File: src/rtl/sdram_rr_arbiter_if.sv
// Avalon-MM bus bundle shared by the two video masters and the SDRAM port.
// Use the master modport on the side that issues commands and the slave modport on the side that answers them.
interface sdram_rr_arbiter_if #(
  parameter int ADDR_W     = 32,
  parameter int DATA_BYTES = 4
);
  localparam int DW = 8 * DATA_BYTES;

  logic [ADDR_W-1:0]     address;
  logic                  read;
  logic                  write;
  logic [DW-1:0]         writedata;
  logic [DATA_BYTES-1:0] byteenable;
  logic                  waitrequest;
  logic [DW-1:0]         readdata;
  logic                  readdatavalid;

  modport master (
    output address, read, write, writedata, byteenable,
    input  waitrequest, readdata, readdatavalid
  );

  modport slave (
    input  address, read, write, writedata, byteenable,
    output waitrequest, readdata, readdatavalid
  );
endinterface

File: src/rtl/sdram_rr_arbiter.sv
// Two-master round-robin Avalon-MM arbiter in front of the SDRAM port, with per-grant quantum and read-ID FIFO.
// Optional per-master acceptance counters (stat_acc0/1) are built when ARB_STATS_EN is defined.
module sdram_rr_arbiter #(
  parameter int ADDR_W      = 32,
  parameter int DATA_BYTES  = 4,
  parameter int MAX_PENDING = 8,
  parameter int QUANTUM     = 16
)(
  input  logic                   sys_clk,
  input  logic                   sys_rst,
  sdram_rr_arbiter_if.slave      m0,
  sdram_rr_arbiter_if.slave      m1,
  sdram_rr_arbiter_if.master     s,
  output logic                   arb_err
`ifdef ARB_STATS_EN
  , output logic [31:0]          stat_acc0
  , output logic [31:0]          stat_acc1
`endif
);
  localparam int DW = 8 * DATA_BYTES;
  localparam int PW = (MAX_PENDING > 1) ? $clog2(MAX_PENDING) : 1;
  localparam int CW = (QUANTUM > 1) ? $clog2(QUANTUM) : 1;
  localparam logic [CW-1:0] QMAX  = CW'(QUANTUM - 1);
  localparam logic [PW:0]   FDEPTH = (PW+1)'(MAX_PENDING);

  typedef enum logic [1:0] {ST_IDLE, ST_G0, ST_G1} state_t;

  state_t          r_state, w_state_nxt;
  logic            r_rr_last, w_rr_nxt;
  logic [CW-1:0]   r_q, w_q_nxt;

  logic [MAX_PENDING-1:0] r_fifo;
  logic [PW-1:0]          r_wp, r_rp;
  logic [PW:0]            r_fcnt;

  logic w_req0, w_req1, w_g0, w_g1, w_gid, w_req_own, w_req_oth;
  logic w_full, w_nempty, w_head, w_rd, w_wr, w_sread, w_acc, w_push, w_pop;
  logic [ADDR_W-1:0]     w_addr;
  logic [DW-1:0]         w_wdata;
  logic [DATA_BYTES-1:0] w_be;
  state_t                w_oth_st;

  assign w_req0    = m0.read | m0.write;
  assign w_req1    = m1.read | m1.write;
  assign w_g0      = (r_state == ST_G0);
  assign w_g1      = (r_state == ST_G1);
  assign w_gid     = w_g1;
  assign w_req_own = w_gid ? w_req1 : w_req0;
  assign w_req_oth = w_gid ? w_req0 : w_req1;
  assign w_oth_st  = w_gid ? ST_G0 : ST_G1;

  assign w_full   = (r_fcnt == FDEPTH);
  assign w_nempty = (r_fcnt != '0);
  assign w_head   = r_fifo[r_rp];

  // Read wins over write when a master illegally asserts both.
  assign w_rd    = (w_g0 & m0.read) | (w_g1 & m1.read);
  assign w_wr    = (w_g0 & m0.write & ~m0.read) | (w_g1 & m1.write & ~m1.read);
  assign w_sread = w_rd & ~w_full;
  assign w_acc   = (w_sread | w_wr) & ~s.waitrequest;
  assign w_push  = w_acc & w_sread;
  assign w_pop   = s.readdatavalid & w_nempty;

  assign w_addr  = w_g1 ? m1.address    : m0.address;
  assign w_wdata = w_g1 ? m1.writedata  : m0.writedata;
  assign w_be    = w_g1 ? m1.byteenable : m0.byteenable;

  assign s.address    = w_addr;
  assign s.writedata  = w_wdata;
  assign s.byteenable = w_be;
  assign s.read       = w_sread;
  assign s.write      = w_wr;

  assign m0.waitrequest   = w_g0 ? (s.waitrequest | (m0.read & w_full)) : 1'b1;
  assign m1.waitrequest   = w_g1 ? (s.waitrequest | (m1.read & w_full)) : 1'b1;
  assign m0.readdata      = s.readdata;
  assign m1.readdata      = s.readdata;
  assign m0.readdatavalid = w_pop & ~w_head;
  assign m1.readdatavalid = w_pop &  w_head;

  // Switching only happens when the owner drops its request or just had a command accepted,
  // so a presented-but-stalled command keeps its grant.
  always_comb begin
    w_state_nxt = r_state;
    w_rr_nxt    = r_rr_last;
    w_q_nxt     = r_q;
    case (r_state)
      ST_IDLE: begin
        w_q_nxt = '0;
        if (w_req0 && w_req1) w_state_nxt = r_rr_last ? ST_G0 : ST_G1;
        else if (w_req0)      w_state_nxt = ST_G0;
        else if (w_req1)      w_state_nxt = ST_G1;
      end
      default: begin
        if (!w_req_own) begin
          w_state_nxt = w_req_oth ? w_oth_st : ST_IDLE;
          w_rr_nxt    = w_gid;
          w_q_nxt     = '0;
        end else if (w_acc) begin
          if (r_q == QMAX && w_req_oth) begin
            w_state_nxt = w_oth_st;
            w_rr_nxt    = w_gid;
            w_q_nxt     = '0;
          end else if (r_q != QMAX) begin
            w_q_nxt = r_q + 1'b1;
          end
        end
      end
    endcase
  end

  always_ff @(posedge sys_clk or posedge sys_rst) begin
    if (sys_rst) begin
      r_state   <= ST_IDLE;
      r_rr_last <= 1'b1;
      r_q       <= '0;
    end else begin
      r_state   <= w_state_nxt;
      r_rr_last <= w_rr_nxt;
      r_q       <= w_q_nxt;
    end
  end

  always_ff @(posedge sys_clk or posedge sys_rst) begin
    if (sys_rst) begin
      r_fifo  <= '0;
      r_wp    <= '0;
      r_rp    <= '0;
      r_fcnt  <= '0;
      arb_err <= 1'b0;
    end else begin
      if (w_push) begin
        r_fifo[r_wp] <= w_gid;
        r_wp         <= r_wp + 1'b1;
      end
      if (w_pop) r_rp <= r_rp + 1'b1;
      case ({w_push, w_pop})
        2'b10:   r_fcnt <= r_fcnt + 1'b1;
        2'b01:   r_fcnt <= r_fcnt - 1'b1;
        default: r_fcnt <= r_fcnt;
      endcase
      if (s.readdatavalid && !w_nempty) arb_err <= 1'b1;
    end
  end

`ifdef ARB_STATS_EN
  always_ff @(posedge sys_clk or posedge sys_rst) begin
    if (sys_rst) begin
      stat_acc0 <= '0;
      stat_acc1 <= '0;
    end else begin
      if (w_acc && w_g0 && stat_acc0 != 32'hFFFF_FFFF) stat_acc0 <= stat_acc0 + 1'b1;
      if (w_acc && w_g1 && stat_acc1 != 32'hFFFF_FFFF) stat_acc1 <= stat_acc1 + 1'b1;
    end
  end
`endif
endmodule

File: src/flat_wrapper.sv
// flat-port wrapper written by rule: the top's interface ports become plain ports
module sdram_rr_arbiter_flat 
#(
  parameter int ADDR_W      = 32,
  parameter int DATA_BYTES  = 4,
  parameter int MAX_PENDING = 8,
  parameter int QUANTUM     = 16
)
  (sys_clk, sys_rst, arb_err, m0_address, m0_read, m0_write, m0_writedata, m0_byteenable, m0_waitrequest, m0_readdata, m0_readdatavalid, m1_address, m1_read, m1_write, m1_writedata, m1_byteenable, m1_waitrequest, m1_readdata, m1_readdatavalid, s_address, s_read, s_write, s_writedata, s_byteenable, s_waitrequest, s_readdata, s_readdatavalid);
  sdram_rr_arbiter_if #(.ADDR_W(ADDR_W), .DATA_BYTES(DATA_BYTES)) m0_i ();
  sdram_rr_arbiter_if #(.ADDR_W(ADDR_W), .DATA_BYTES(DATA_BYTES)) m1_i ();
  sdram_rr_arbiter_if #(.ADDR_W(ADDR_W), .DATA_BYTES(DATA_BYTES)) s_i ();
  input  logic sys_clk;
  input  logic sys_rst;
  output logic arb_err;
  input wire logic [$bits(m0_i.address)-1:0] m0_address;
  input wire logic [$bits(m0_i.read)-1:0] m0_read;
  input wire logic [$bits(m0_i.write)-1:0] m0_write;
  input wire logic [$bits(m0_i.writedata)-1:0] m0_writedata;
  input wire logic [$bits(m0_i.byteenable)-1:0] m0_byteenable;
  output wire logic [$bits(m0_i.waitrequest)-1:0] m0_waitrequest;
  output wire logic [$bits(m0_i.readdata)-1:0] m0_readdata;
  output wire logic [$bits(m0_i.readdatavalid)-1:0] m0_readdatavalid;
  input wire logic [$bits(m1_i.address)-1:0] m1_address;
  input wire logic [$bits(m1_i.read)-1:0] m1_read;
  input wire logic [$bits(m1_i.write)-1:0] m1_write;
  input wire logic [$bits(m1_i.writedata)-1:0] m1_writedata;
  input wire logic [$bits(m1_i.byteenable)-1:0] m1_byteenable;
  output wire logic [$bits(m1_i.waitrequest)-1:0] m1_waitrequest;
  output wire logic [$bits(m1_i.readdata)-1:0] m1_readdata;
  output wire logic [$bits(m1_i.readdatavalid)-1:0] m1_readdatavalid;
  output wire logic [$bits(s_i.address)-1:0] s_address;
  output wire logic [$bits(s_i.read)-1:0] s_read;
  output wire logic [$bits(s_i.write)-1:0] s_write;
  output wire logic [$bits(s_i.writedata)-1:0] s_writedata;
  output wire logic [$bits(s_i.byteenable)-1:0] s_byteenable;
  input wire logic [$bits(s_i.waitrequest)-1:0] s_waitrequest;
  input wire logic [$bits(s_i.readdata)-1:0] s_readdata;
  input wire logic [$bits(s_i.readdatavalid)-1:0] s_readdatavalid;
  assign m0_i.address = m0_address;
  assign m0_i.read = m0_read;
  assign m0_i.write = m0_write;
  assign m0_i.writedata = m0_writedata;
  assign m0_i.byteenable = m0_byteenable;
  assign m0_waitrequest = m0_i.waitrequest;
  assign m0_readdata = m0_i.readdata;
  assign m0_readdatavalid = m0_i.readdatavalid;
  assign m1_i.address = m1_address;
  assign m1_i.read = m1_read;
  assign m1_i.write = m1_write;
  assign m1_i.writedata = m1_writedata;
  assign m1_i.byteenable = m1_byteenable;
  assign m1_waitrequest = m1_i.waitrequest;
  assign m1_readdata = m1_i.readdata;
  assign m1_readdatavalid = m1_i.readdatavalid;
  assign s_address = s_i.address;
  assign s_read = s_i.read;
  assign s_write = s_i.write;
  assign s_writedata = s_i.writedata;
  assign s_byteenable = s_i.byteenable;
  assign s_i.waitrequest = s_waitrequest;
  assign s_i.readdata = s_readdata;
  assign s_i.readdatavalid = s_readdatavalid;
  sdram_rr_arbiter #(.ADDR_W(ADDR_W), .DATA_BYTES(DATA_BYTES), .MAX_PENDING(MAX_PENDING), .QUANTUM(QUANTUM)) u_core (.sys_clk(sys_clk), .sys_rst(sys_rst), .m0(m0_i), .m1(m1_i), .s(s_i), .arb_err(arb_err));
endmodule
File: config.mk
export PLATFORM = sky130hd
export DESIGN_NAME = sdram_rr_arbiter_flat
export DESIGN_NICKNAME = d
export VERILOG_FILES = /design/src/rtl/sdram_rr_arbiter_if.sv /design/src/rtl/sdram_rr_arbiter.sv /design/src/flat_wrapper.sv
export SDC_FILE = /design/constraint.sdc
export NUM_CORES = 1
export LEC_CHECK = 0
export ABC_CLOCK_PERIOD_IN_PS = 2350
export CORE_AREA = 2 2 123 125
export DETAILED_ROUTE_END_ITERATION = 8
export DIE_AREA = 0 0 125 127
export SLEW_MARGIN = 20
export SYNTH_ARGS = -nofsm -noshare
export SYNTH_HDL_FRONTEND = slang
export SYNTH_SLANG_ARGS = --single-unit
File: constraint.sdc
create_clock -name sys_clk -period 2.35 [get_ports sys_clk]
set_clock_uncertainty 0.2 [all_clocks]
set_input_delay 0.5875 -clock sys_clk [delete_from_list [all_inputs] [get_ports sys_clk]]
set_output_delay 0.5875 -clock sys_clk [all_outputs]
set_load 0.01 [all_outputs]
==> reports/results.ini, run 1 <==
[run_status]
outcome=complete, but fails checks
violations=negative setup slack

[sta]
slew_headroom=0.7283
max_freq_ghz=0.4054
fin_crit_sh=1.050
hold_viol=0
slew_viol_final=0
fin_ws_ps=-116.5
min_period_ps=2467
tightest_slew_ps=396.2
whs_ps=288.9
rsz0062_at_grt=true
finalSetupViolations=3

[floorplan]
start_util=0.2033
core-area_sq_um=14420
pin_count=315
fp.dieArea_sq_um=15880
num_rows=44
die_h_microns=127
die_x_microns=125

[placement]
dp_hpwl_mm=8.362
io_buffers=218
gp_congestion=0.8312
place_inst=792

[global_routing]
antenna_found_initial=0
grt_max_degree=27
grt_pass1_vias=3626
grt_pass1_wl_mm=17.67
overflow=0
grt.total_usage=0.1349

[worst_setup_path]
crit_path_end_kind=output pin
critical_path_class=reg2out
r2r_setup_slack_ps=-50
worstReg2RegEnd=u_core.r_fcnt[2]
start_kind=register
r2r_start=u_core.r_state[1]
path_max_fanout=3
arrival_ps=1680
worstPathRequired_ps=1560
ff2ff_path_depth=12

[final_layout]
fin_nets=822
layout-area-overhead-vs-synth_pct=87.29
fin_cells=823
final_cell_mix=nand2_1, clkdlybuf4s50_1, buf_4, buf_2, clkbuf_2
final_common_cell=nand2_1
diodes=0
layout-drive-gt1-share=0.3130

[yosys]
synth_warnings=0
synth_top_area_cell=nand2_1
synth_area_sq_um=2933
synth_enable_flop_cells=0
synth_seq_cells=26
syn_inst=437
synth_area_leaders=nand2_1, dfrtp_1, buf_4
synth-seq-area-share=0.2223
synth-main-ff-cell=dfrtp_1
synth_fp_nets=619
avgSynthCellArea_sq_um=6.711
synthDistinctLibCells=49
synth_top_area_frac=0.2726
async_reset_ff_frac=1.000

[clocking]
cts_hold_buf=0
clock-sinks=26
cts_buffers=3
cts_tree=done
clock_path_buffers=2
root_buffer=clkbuf_16
htreeDepth=1
clk_latency_ps=260
clk_pin_slew_ps=70

[power_and_ir_drop]
peakVddDrop_v=0.0005533
p_per_area_nw_per_um2=1117
p_leak_nw=2.714

[worst_hold_path]
worstHoldEndpoint=u_core.arb_err
hp-start=u_core.arb_err
holdPathStages=1
min_path_type=reg2reg

[detailed_routing]
wirelength_mm=12.14
ant_nets=0
wire_per_inst_microns=14.75
drc=0
drt-pass1-iter-count=4
drt_iter0_drc=118
vias=3536
via_per_inst=4.296

[flow_run]
drv_cap=0

[cells in the mapped netlist (all sizes together), types with 2 or more instances]
cell    instances
dfrtp          25
o21ai           6
nor2b           5
o22ai           3
a31oi           3
nor4            2
nor3            3
clkbuf         18
ha              6
nand2         213
nor2            9
nand3           3
xor2            5
mux2           11
a21o            2
mux4            2
buf            68
a21oi           9
inv             8
mux2i           2
nand3b          5
nor3b           2
xnor2           4
nand2b          2
[worst max-delay path by stage]
stage | start | to | slack (ps) | cells after the start
floorplan | m0_read | u_core.r_fcnt[2] | -7 | 10
CTS | u_core.r_rp[0] | m0_readdatavalid | -240 | 4
detailed placement | m0_read | u_core.r_fcnt[2] | -550 | 11
global placement | m0_read | u_core.r_fcnt[2] | -510 | 11
global route | u_core.r_fcnt[0] | u_core.r_fcnt[2] | -210 | 11
finish | u_core.r_rp[0] | m1_readdatavalid | -120 | 5
[worst max-delay path: stages (launching register included)]
cell,delay [ps]
dfrtp_2,400
mux4_2,520
mux2i_2,190
buf_4,150
nor2_2,30
buf_2,130
[cells by family after synthesis]
logic type      synth area share
compound gates           0.09556
flops                     0.2223
buf+inv                   0.2069
fa+ha+maj                0.02560
xor+xnor                 0.02688
mux                      0.06442
simple gates              0.3584
[report_power, final]
| group | total [mW] | switching [mW] | internal [mW] |
|---|---|---|---|
| Sequential | 0.842 | 0.205 | 0.638 |
| Clock | 0.500 | 0.161 | 0.339 |
| Combinational | 4.79 | 2.28 | 2.52 |
| Total | 6.14 | 2.64 | 3.49 |
[state kept, by name (all words and copies together) (netlist names)]
register          count
u_core.r_rp           3
u_core.r_fifo         8
u_core.r_q            4
u_core.r_wp           3
u_core.r_fcnt         4
u_core.r_state        2
u_core.arb_err        1
u_core.r_rr_last      1
[layer usage]
metal,up-vias,track usage,share of wire
li1,1744,-,-
met1,1578,0.1500,0.37
met2,177,0.2510,0.52
met3,37,0.03350,0.080
met4,0,0.04575,0.033
met5,-,0,0
[cell type report]
type,instances,area (sq um)
clock buffer,3,75.07
inverter,8,30.03
multi-input combinational,317,1866
fill,1511,8931
clock inverter,1,30.03
timing repair buffer,284,2608
sequential,26,654.4
tap,184,230.2
[through the flow]
step,worst slack (ps),setup TNS (ps),power (mW),cell area (sq um),util
2_1_floorplan,-7.013,-7.013,2.935,2955,-
3_3_place_gp,-508.8,-16990,4.966,5140,0.3564
3_5_place_dp,-548.4,-17600,5.039,5140,0.3564
6_report,-116.5,-255.1,6.137,5493,0.3808
4_1_cts,-243.5,-492.4,6.024,5497,0.3811
5_1_grt,-210.4,-1374,6.644,5493,0.3808
[repair_timing]
item	4_1_cts	5_1_grt
buffers inserted	18	6
gates resized for setup	229	112
endpoints found under the setup margin	86	75
endpoints found under the hold margin	0	0
pin swaps	6	12
cloned	5	5
Power figures use the tool's default switching activity.
==> run 2, diff against run 1 <==
--- a/config.mk
+++ b/config.mk
@@ -6,9 +6,13 @@
 export NUM_CORES = 1
 export LEC_CHECK = 0
 export ABC_CLOCK_PERIOD_IN_PS = 2350
-export CORE_AREA = 2 2 123 125
+export CORE_AREA = 2 2 121 123
+export CTS_BUF_LIST = sky130_fd_sc_hd__clkbuf_2
 export DETAILED_ROUTE_END_ITERATION = 8
-export DIE_AREA = 0 0 125 127
+export DIE_AREA = 0 0 123 125
+export GPL_ROUTABILITY_DRIVEN = 0
+export HOLD_SLACK_MARGIN = 0.05
+export PLACE_DENSITY = 0.65
 export SLEW_MARGIN = 20
 export SYNTH_ARGS = -nofsm -noshare
 export SYNTH_HDL_FRONTEND = slang
==> reports/results.ini, run 2 (synthesis results as in run 1) <==
[worst_setup_path]
worstPathRequired_ps=1560
endpoint=m1_readdatavalid
cp_slowest_cell=mux4_2
crit_chain=mux4_2, mux2i_2, buf_4, nor2_1, buf_2
worstReg2RegEnd=u_core.r_fcnt[2]
slowest_delay_ps=530
crit_cells=5
critical_path_class=reg2out
r2r_start=u_core.r_fcnt[3]
arrival_ps=1890
r2r_setup_slack_ps=-110
crit_path_end_kind=output pin
ff2ff_path_depth=13
crit_family=multiplexers
crit_buf_inv=2
crit_path_start=u_core.r_rp[0]
path_max_fanout=3
start_kind=register

[final_layout]
largest_register_ffs=8
reg_top3=u_core.r_fifo x8, u_core.r_fcnt x4, u_core.r_q x4
fin_nets=851
layout-drive-gt1-share=0.5000
diodes=0
fin_util=0.4584
regMostFlops=u_core.r_fifo
layout-area-overhead-vs-synth_pct=122.0
final_cell_mix=clkdlybuf4s50_1, nand2_1, nand2_2, buf_6, buf_4
final_common_cell=clkdlybuf4s50_1
fin_cells=852
final_cell_area_sq_um=6511

[clocking]
cts_tree=done
clock_path_buffers=2
clock-sinks=26
cts_buffers=3
clk_latency_ps=370
clk_pin_slew_ps=280
htreeDepth=1
root_buffer=clkbuf_2

[floorplan]
fp.dieArea_sq_um=15380
die_h_microns=125
start_util=0.2065
pin_count=315
die_x_microns=123
num_rows=44
core-area_sq_um=14200

[worst_hold_path]
min_path_type=reg2reg
hp-start=u_core.arb_err

[detailed_routing]
drc=0
vias=3682
wirelength_mm=13.03
dr_wl_met3_mm=1.141
wl_met2_mm=6.692
top_layer=met4
via_per_inst=4.322
drt-pass1-iter-count=4
ant_nets=0
wl_met1_mm=4.867
drt_iter0_drc=74
wire_per_inst_microns=15.29

[placement]
place_inst=808
placed_area_sq_um=5273
dp_hpwl_mm=8.437
io_buffers=218

[power_and_ir_drop]
p_sw_mw=3.268
totalPowerFinal_mw=7.735
peakVddDrop_v=0.0004969
p_per_area_nw_per_um2=1188
p_clk_frac=0.038
switching_share=0.4225
comb_power_share=0.854
cell_internal_pwr_mw=4.467
p_seq_frac=0.108
p_leak_nw=3.144

[sta]
rsz0062_at_grt=true
tightest_slew_ps=431.2
finalSetupViolations=72
fin_ws_ps=-324.7
hold_viol=0
slew_viol_final=0
min_period_ps=2675
max_freq_ghz=0.3739
slew_headroom=0.7043
fin_crit_sh=1.138
fin_setup_tns_ps=-5692

[flow_run]
drv_cap=0

[global_routing]
grt_pass1_vias=3497
overflow=0
grt_max_degree=27
grt_pass1_wl_mm=17.92
grt.total_usage=0.1482
antenna_found_initial=0

[run_status]
outcome=complete, but fails checks
violations=negative setup slack

## run 2: stage by stage
stage / worst slack [ps] / hold slack (ps)
2_1_floorplan: -7.013 / 258.9
3_3_place_gp: -551.4 / 244.0
3_5_place_dp: -597.7 / 247.5
4_1_cts: -354.4 / 307.7
5_1_grt: -440.9 / 342.1
6_report: -324.7 / 311.5
## run 2: worst register-to-register path, stage by stage, from the launching register on
cell	delay, ps
dfrtp_1	480
buf_6	130
nor4b_4	120
buf_4	150
buf_6	110
a211oi_4	190
inv_2	100
ha_4	170
xor2_1	140
ha_2	170
a21oi_2	110
xor2_1	150
nor2_1	60
xor2_1	130
## run 2: cell type report
type / instances / area (sq um)
clock buffer: 3 / 15.01
multi-input combinational: 317 / 2360
clock inverter: 1 / 30.03
timing repair buffer: 313 / 3193
inverter: 8 / 30.03
sequential: 26 / 653.1
fill: 1372 / 7692
tap: 184 / 230.2
## run 2: how the worst min path moves through the flow
stage | endpoint | cells past startpoint
global placement | u_core.arb_err | 1
finish | u_core.arb_err | 1
floorplan | u_core.r_wp[2] | 1
detailed placement | u_core.arb_err | 1
CTS | u_core.arb_err | 1
global route | u_core.arb_err | 1
## run 2: power by group through the flow
stage | Sequential, mW | Clock [mW] | Combinational, mW
2_1_floorplan | 0.762 | 0 | 2.17
3_3_place_gp | 0.815 | 0 | 4.52
3_5_place_dp | 0.822 | 0 | 4.52
4_1_cts | 0.815 | 0.303 | 5.65
5_1_grt | 0.867 | 0.319 | 7.13
6_report | 0.836 | 0.292 | 6.61
## run 2: routing by layer
layer,GRT usage,vias up
li1,-,1800
met4,0.03610,0
met5,0,-
met3,0.04516,31
met1,0.1756,1674
met2,0.2590,177
## run 2: timing repair
| action | 4_1_cts | 5_1_grt |
|---|---|---|
| resized for setup | 410 | 172 |
| gates cloned | 7 | 4 |
| pin swaps | 35 | 105 |
| endpoints found under the hold margin | 0 | 0 |
| setup buffers | 25 | 11 |
| setup endpoints to repair | 78 | 83 |
| hold buffers | 0 | 0 |
